File: config.mk
export PLATFORM = sky130hd
export DESIGN_NAME = uart_rx_ctrl
export DESIGN_NICKNAME = d
export VERILOG_FILES = /design/src/rtl/uart_pkg.sv /design/src/rtl/uart_rx_fifo.sv /design/src/rtl/uart_rx_ctrl.sv
export SDC_FILE = /design/constraint.sdc
export NUM_CORES = 1
export LEC_CHECK = 0
export CORE_ASPECT_RATIO = 0.9
export CORE_MARGIN = 10
export CORE_UTILIZATION = 50
export CTS_CLUSTER_SIZE = 10
export DETAILED_ROUTE_END_ITERATION = 16
export PLACE_DENSITY = 0.75
export SETUP_SLACK_MARGIN = 0.02
export SLEW_MARGIN = 15
export SYNTH_ARGS = -nofsm -noshare
export SYNTH_HDL_FRONTEND = slang
export SYNTH_HIERARCHICAL = 1
export SYNTH_SLANG_ARGS = --single-unit
File: constraint.sdc
create_clock -name clk -period 3.2 [get_ports clk]
set_clock_uncertainty 0.1 [all_clocks]
set_input_delay 0.8 -clock clk [delete_from_list [all_inputs] [get_ports clk]]
set_output_delay 0.8 -clock clk [all_outputs]
set_load 0.05 [all_outputs]
File: src/rtl/uart_pkg.sv
`default_nettype none
// ============================================================================
// Module   : uart_pkg
// Purpose  : Shared constants for the UART receive controller: controller
//            state encoding, FIFO entry layout and a ceil-log2 helper.
// Revision : 1.0 - initial release
// ============================================================================
package uart_pkg;

    // FIFO entry layout: {flags, data}, flags = {stop_err, parity_err}
    localparam int DATA_W  = 8;
    localparam int FLAG_W  = 2;
    localparam int ENTRY_W = DATA_W + FLAG_W;

    // Controller state encoding
    localparam logic [1:0] c_ST_OFF    = 2'd0;
    localparam logic [1:0] c_ST_ACTIVE = 2'd1;
    localparam logic [1:0] c_ST_BREAK  = 2'd2;

    // Smallest r such that 2**r >= value (0 for value <= 1)
    function automatic int clog2(input int value);
        int r;
        r = 0;
        for (int i = 0; i < 31; i++) begin
            if ((1 << i) < value) r = i + 1;
        end
        return r;
    endfunction

endpackage
`default_nettype wire

File: src/rtl/uart_rx_fifo.sv
`default_nettype none
// ============================================================================
// Module   : uart_rx_fifo
// Purpose  : Synchronous FIFO for received frames. A push into a full FIFO
//            is accepted when a pop happens in the same cycle. The read port
//            shows zero while empty so the head is clean after reset.
// Revision : 1.0 - initial release
// ============================================================================
module uart_rx_fifo
    import uart_pkg::*;
#(
    parameter int DEPTH = 4,
    parameter int WIDTH = ENTRY_W
) (
    input  logic                  clk,
    input  logic                  rst,
    input  logic                  i_push,
    input  logic                  i_pop,
    input  logic [WIDTH-1:0]      i_wdata,
    output logic [WIDTH-1:0]      o_rdata,
    output logic                  o_full,
    output logic                  o_empty,
    output logic [clog2(DEPTH):0] o_level
);

    localparam int               c_AW       = clog2(DEPTH);
    localparam logic [c_AW:0]    c_FULL_LVL = (c_AW + 1)'(DEPTH);

    logic [WIDTH-1:0] r_mem [DEPTH];
    logic [c_AW-1:0]  r_wptr;
    logic [c_AW-1:0]  r_rptr;
    logic [c_AW:0]    r_level;

    logic w_empty;
    logic w_full;
    logic w_do_pop;
    logic w_do_push;

    assign w_empty   = (r_level == '0);
    assign w_full    = (r_level == c_FULL_LVL);
    assign w_do_pop  = i_pop && !w_empty;
    assign w_do_push = i_push && (!w_full || w_do_pop);

    // Pointer and occupancy bookkeeping; pointers wrap naturally at DEPTH
    always_ff @(posedge clk or negedge rst) begin
        if (!rst) begin
            r_wptr  <= '0;
            r_rptr  <= '0;
            r_level <= '0;
        end else begin
            if (w_do_push) r_wptr <= r_wptr + 1'b1;
            if (w_do_pop)  r_rptr <= r_rptr + 1'b1;
            case ({w_do_push, w_do_pop})
                2'b10:   r_level <= r_level + 1'b1;
                2'b01:   r_level <= r_level - 1'b1;
                default: r_level <= r_level;
            endcase
        end
    end

    // Storage array; contents are only observed through the gated read port
    always_ff @(posedge clk) begin
        if (w_do_push) r_mem[r_wptr] <= i_wdata;
    end

    assign o_rdata = w_empty ? '0 : r_mem[r_rptr];
    assign o_full  = w_full;
    assign o_empty = w_empty;
    assign o_level = r_level;

endmodule
`default_nettype wire

File: src/rtl/uart_rx_ctrl.sv
`default_nettype none
// ============================================================================
// Module   : uart_rx_ctrl
// Purpose  : Receive-side controller. Buffers completed frames in a FIFO,
//            keeps saturating error/overrun statistics, detects line breaks
//            and gates intake with rx_en. Presents a valid/ready byte stream.
// Revision : 1.0 - initial release
// ============================================================================
module uart_rx_ctrl
    import uart_pkg::*;
#(
    parameter int DEPTH        = 4,
    parameter int CNT_W        = 8,
    parameter int BREAK_CYCLES = 160,
    parameter int DROP_ERR     = 1
) (
    input  logic                  clk,
    input  logic                  rst,
    input  logic                  rx_en,
    input  logic                  rx_line,
    input  logic                  frm_valid,
    input  logic [DATA_W-1:0]     frm_data,
    input  logic                  frm_parity_err,
    input  logic                  frm_stop_err,
    output logic                  out_valid,
    output logic [DATA_W-1:0]     out_data,
    output logic [FLAG_W-1:0]     out_err,
    input  logic                  out_ready,
    input  logic                  clr_stats,
    output logic [clog2(DEPTH):0] fifo_level,
    output logic                  overrun,
    output logic                  break_det,
    output logic [CNT_W-1:0]      parity_err_cnt,
    output logic [CNT_W-1:0]      stop_err_cnt,
    output logic [CNT_W-1:0]      overrun_cnt
);

    localparam int                 c_TMR_W   = clog2(BREAK_CYCLES + 1);
    localparam logic [c_TMR_W-1:0] c_TMR_MAX = c_TMR_W'(BREAK_CYCLES);
    localparam logic [CNT_W-1:0]   c_CNT_MAX = '1;

    logic [1:0]         r_state;
    logic [1:0]         w_state_nxt;
    logic [c_TMR_W-1:0] r_tmr;
    logic               r_break_det;
    logic               r_overrun;
    logic [CNT_W-1:0]   r_pe_cnt;
    logic [CNT_W-1:0]   r_se_cnt;
    logic [CNT_W-1:0]   r_ov_cnt;

    logic               w_accept;
    logic               w_has_err;
    logic               w_store;
    logic [FLAG_W-1:0]  w_wflags;
    logic               w_pop;
    logic               w_full;
    logic               w_empty;
    logic               w_lost;
    logic [ENTRY_W-1:0] w_rdata;

    // Next-state logic; disabling always wins over break entry/exit
    always_comb begin
        w_state_nxt = r_state;
        case (r_state)
            c_ST_OFF: begin
                if (rx_en) w_state_nxt = c_ST_ACTIVE;
            end
            c_ST_ACTIVE: begin
                if (!rx_en)                  w_state_nxt = c_ST_OFF;
                else if (r_tmr == c_TMR_MAX) w_state_nxt = c_ST_BREAK;
            end
            c_ST_BREAK: begin
                if (!rx_en)       w_state_nxt = c_ST_OFF;
                else if (rx_line) w_state_nxt = c_ST_ACTIVE;
            end
            default: w_state_nxt = c_ST_OFF;
        endcase
    end

    // State register; break_det is loaded from the next state so it tracks BREAK exactly
    always_ff @(posedge clk or negedge rst) begin
        if (!rst) begin
            r_state     <= c_ST_OFF;
            r_break_det <= 1'b0;
        end else begin
            r_state     <= w_state_nxt;
            r_break_det <= (w_state_nxt == c_ST_BREAK);
        end
    end

    // Break timer: counts consecutive low samples while staying in ACTIVE
    always_ff @(posedge clk or negedge rst) begin
        if (!rst) begin
            r_tmr <= '0;
        end else if (r_state != c_ST_ACTIVE || w_state_nxt != c_ST_ACTIVE || rx_line) begin
            r_tmr <= '0;
        end else if (r_tmr != c_TMR_MAX) begin
            r_tmr <= r_tmr + 1'b1;
        end
    end

    assign w_accept  = frm_valid && (r_state == c_ST_ACTIVE);
    assign w_has_err = frm_parity_err || frm_stop_err;

    generate
        if (DROP_ERR != 0) begin : g_drop_err
            assign w_store  = w_accept && !w_has_err;
            assign w_wflags = '0;
        end else begin : g_keep_err
            assign w_store  = w_accept;
            assign w_wflags = {frm_stop_err, frm_parity_err};
        end
    endgenerate

    assign w_pop  = !w_empty && out_ready;
    assign w_lost = w_store && w_full && !w_pop;

    uart_rx_fifo #(
        .DEPTH (DEPTH),
        .WIDTH (ENTRY_W)
    ) u_fifo (
        .clk     (clk),
        .rst     (rst),
        .i_push  (w_store),
        .i_pop   (w_pop),
        .i_wdata ({w_wflags, frm_data}),
        .o_rdata (w_rdata),
        .o_full  (w_full),
        .o_empty (w_empty),
        .o_level (fifo_level)
    );

    // Statistics: saturating counters and sticky overrun; a clear beats any increment
    always_ff @(posedge clk or negedge rst) begin
        if (!rst) begin
            r_pe_cnt  <= '0;
            r_se_cnt  <= '0;
            r_ov_cnt  <= '0;
            r_overrun <= 1'b0;
        end else if (clr_stats) begin
            r_pe_cnt  <= '0;
            r_se_cnt  <= '0;
            r_ov_cnt  <= '0;
            r_overrun <= 1'b0;
        end else begin
            if (w_accept && frm_parity_err && r_pe_cnt != c_CNT_MAX) r_pe_cnt <= r_pe_cnt + 1'b1;
            if (w_accept && frm_stop_err && r_se_cnt != c_CNT_MAX)   r_se_cnt <= r_se_cnt + 1'b1;
            if (w_lost && r_ov_cnt != c_CNT_MAX)                     r_ov_cnt <= r_ov_cnt + 1'b1;
            if (w_lost)                                              r_overrun <= 1'b1;
        end
    end

    assign out_valid      = !w_empty;
    assign out_data       = w_rdata[DATA_W-1:0];
    assign out_err        = w_rdata[DATA_W +: FLAG_W];
    assign overrun        = r_overrun;
    assign break_det      = r_break_det;
    assign parity_err_cnt = r_pe_cnt;
    assign stop_err_cnt   = r_se_cnt;
    assign overrun_cnt    = r_ov_cnt;

endmodule
`default_nettype wire

==> results.sh <==
export IMPL_clock_sinks=83
export IMPL_ys_ff_latch=83
export IMPL_synth_area_mux_share=0.0792
export IMPL_tightest_slew_ns=0.952
export IMPL_synth_flop_cell="dfrtp_1"
export IMPL_slew_violations=0
export IMPL_path_clk_slew_ns=0.08
export IMPL_cp_end_kind="output port"
export IMPL_htree_levels=3
export IMPL_area_growth_pct=22.6
export IMPL_grt_pass1_vias=2806
export IMPL_max_slew_margin=0.365
export IMPL_synth_top_area_cell="edfxtp_1"
export IMPL_min_period_ns=2.99
export IMPL_rsz0062_at_grt="no"
export IMPL_start_kind="register"
export IMPL_worstReg2RegStart="u_fifo/o_level[2]"
export IMPL_startpoint="u_fifo/o_level[0]"
export IMPL_synthAdderAreaFrac=0.0337
export IMPL_cts_path_max_buffers=2
export IMPL_syn_avg_cell_area_sq_um=12.8
export IMPL_swShare=0.364
export IMPL_grt_util_met3=0.0542
export IMPL_seqPwrFrac=0.402
export IMPL_wirelength_mm=7.72
export IMPL_syn_area_sq_um=3930
export IMPL_status="finished, final reports clean"
export IMPL_rows=30
export IMPL_final_nets=408
export IMPL_grt_overflow=0
export IMPL_viasPerCell=5.50
export IMPL_p_clk_frac=0.224
export IMPL_pwr_share_comb=0.374
export IMPL_n_fill_cell=587
export IMPL_cp_arrival_ns=2.09
export IMPL_cts_setup_buffers=0
export IMPL_maxCapViolCount=0
export IMPL_grt_use_met1=0.159
export IMPL_cp_required_ns=2.30
export IMPL_min_from="u_fifo/r_rptr[0]"
export IMPL_tritoncts="yes"
export IMPL_start_util=0.519
export IMPL_ioPinCount=57
export IMPL_antenna_cells=0
export IMPL_yosys_warnings=6
export IMPL_synth_top_area_frac=0.305
export IMPL_reg2regPathDepth=7
export IMPL_post_drt_wl_per_cell_microns=16.0
export IMPL_r2r_end="overrun_cnt[7]"
export IMPL_grt_usage=0.138
export IMPL_hp_class="register to register"
export IMPL_cts_buffers=9
export IMPL_grt_max_degree=44
export IMPL_dpl_hpwl_mm=5.59
export IMPL_final_util=0.636
export IMPL_ys_seq_area_frac=0.579
export IMPL_tns_ns=0
export IMPL_drt_iter0_drc=113
export IMPL_r2r_slack_ns=0.67
export IMPL_grt_busiest_layer="met2"
export IMPL_irDropWorstVdd_v=0.000276
export IMPL_crit_end="out_valid"
export IMPL_antenna_found_initial=0
export IMPL_port_buffers=56
export IMPL_power_switching_uw=1150
export IMPL_synth_compound_area_frac=0.0789
export IMPL_crit_type="register to output port"
export IMPL_cts_resized=0
export IMPL_worstPathMaxFanout=7
export IMPL_drc=0
export IMPL_postCtsHoldBufs=0
export IMPL_synthCells=308
export IMPL_fin_crit_sh=0.935
export IMPL_ant_nets=0
export IMPL_drive_gt1_frac=0.140
export IMPL_synth_xor_area_frac=0.0379
export IMPL_fmax_mhz=334
export IMPL_die_area_sq_um=11800
export IMPL_ys_types=55
export IMPL_grt_pass1_wl_mm=13.3
export IMPL_synth_edf_count=40
export IMPL_synthArstFlopShare=0.518
export IMPL_hold_viol=0
export IMPL_coreArea_sq_um=7580
export IMPL_synth_simple_area_share=0.165
export IMPL_finalSetupViolCount=0
export IMPL_clock_latency_ns=0.35
export IMPL_dr_total_vias=2649
export IMPL_p_per_area_nw_per_um2=656
export IMPL_clock_tree_root_cell="clkbuf_8"
export IMPL_first_pass_iters=4
export IMPL_synth_top_family_by_area="simple AND/OR/NAND/NOR gates"
export IMPL_gp_congestion=0.822
export IMPL_synth_area_leaders="edfxtp_1, dfrtp_1, mux4_2"
export IMPL_grt_use_met2=0.224
export IMPL_internal_power_uw=2010
export IMPL_die_height_microns=104
export IMPL_chipWidth_microns=113
export IMPL_power_static_leakage_uw=0.00188
[per-layer routing]
| metal | vias to the layer above | wire length (microns) |
|---|---|---|
| met5 | - | 0 |
| met4 | 0 | 92 |
| met3 | 6 | 363 |
| met2 | 57 | 3950 |
| met1 | 1301 | 3320 |
| li1 | 1285 | - |
[power groups by stage]
stage	clock, uW	combinational, uW	sequential, uW
floorplan	0	829	1320
global placement	0	1180	1290
detailed placement	0	1200	1300
CTS	734	1200	1270
global route	776	1280	1290
finish	708	1180	1270
[registers in the layout (all words and copies together), names as in the netlist]
name and cells:
u_fifo/o_level 3, parity_err_cnt 8, break_det 1, u_fifo/r_wptr 2, stop_err_cnt 8, u_fifo/r_mem 40
r_tmr 8, overrun_cnt 8, overrun 1, u_fifo/r_rptr 2, r_state 2
[cell type report]
cell class,instances,area [sq um],area share
Clock inverter,5,53.8,0.0112
Tap cell,96,120,0.0249
Inverter,13,48.8,0.0101
Timing Repair Buffer,66,606,0.126
Clock buffer,11,131,0.0273
Sequential cell,83,2280,0.472
Multi-Input combinational cell,208,1580,0.328
[per-stage QoR]
stage | instance area [sq um] | power (uW) | instances | hold slack, ns | worst slack [ns]
6_report | 4820 | 3160 | 482 | 0.381 | 0.207
5_1_grt | 4820 | 3340 | 482 | 0.392 | 0.0708
4_1_cts | 4820 | 3210 | 482 | 0.385 | 0.183
3_5_place_dp | 4630 | 2500 | 466 | 0.371 | 0.198
3_3_place_gp | 4630 | 2480 | 466 | 0.375 | 0.301
2_1_floorplan | 3960 | 2140 | 315 | 0.396 | 0.0239
[synth_stat cells (3+ instances only)]
| master | count |
|---|---|
| mux2i_1 | 6 |
| nand2_1 | 8 |
| nand3_1 | 13 |
| o31ai_1 | 5 |
| and2_1 | 16 |
| nor2_1 | 21 |
| xor2_1 | 13 |
| nand4_1 | 7 |
| a22oi_1 | 3 |
| a21oi_1 | 10 |
| xnor2_1 | 4 |
| or4_1 | 5 |
| mux4_2 | 10 |
| clkbuf_1 | 7 |
| inv_1 | 13 |
| nor2b_1 | 5 |
| o21ai_0 | 6 |
| and3_1 | 6 |
| edfxtp_1 | 40 |
| nand2b_1 | 7 |
| or3_1 | 5 |
| ha_1 | 9 |
| o211ai_1 | 6 |
| dfrtp_1 | 43 |
[cell families after synthesis]
logic type / Yosys count
and+or+nand+nor: 110
DFF: 83
AOI/OAI and AO/OA: 45
buffers and inverters: 24
muxes: 18
xor gates and xnor gates: 17
adders and majority gates: 10
other: 1
[critical path, cell delays in order, from the launching register on]
cell	delay, ns
dfrtp_1	0.46
or3_1	0.42
inv_1	0.11
inv_1	0.05
clkdlybuf4s50_1	0.70
[cells in the final DEF, fill, tap and decap left out, types with 6 or more instances in the layout]
master | synthesis | final
ha_1 | 9 | 9
buf_4 | 2 | 20
conb_1 | 1 | 8
a21oi_1 | 10 | 10
nor2_1 | 21 | 21
edfxtp_1 | 40 | 40
clkdlybuf4s50_1 | 0 | 45
nand4_1 | 7 | 7
mux2i_1 | 6 | 6
o21ai_0 | 6 | 6
and3_1 | 6 | 6
nand2_1 | 8 | 8
dfrtp_1 | 43 | 43
and2_1 | 16 | 16
clkbuf_8 | 0 | 9
xor2_1 | 13 | 13
mux4_2 | 10 | 10
nand3_1 | 13 | 13
nand2b_1 | 7 | 7
o211ai_1 | 6 | 6
inv_1 | 13 | 13
[worst min path at each step]
stage                       endpoint  depth (start not counted)  slack, ns
global placement    u_fifo/r_rptr[0]                          1       0.37
global route        u_fifo/r_rptr[0]                          1       0.39
finish              u_fifo/r_rptr[0]                          1       0.38
detailed placement  u_fifo/r_rptr[0]                          1       0.37
floorplan                  break_det                          0       0.40
CTS                 u_fifo/r_rptr[0]                          1       0.39
Power figures use the tool's default switching activity.
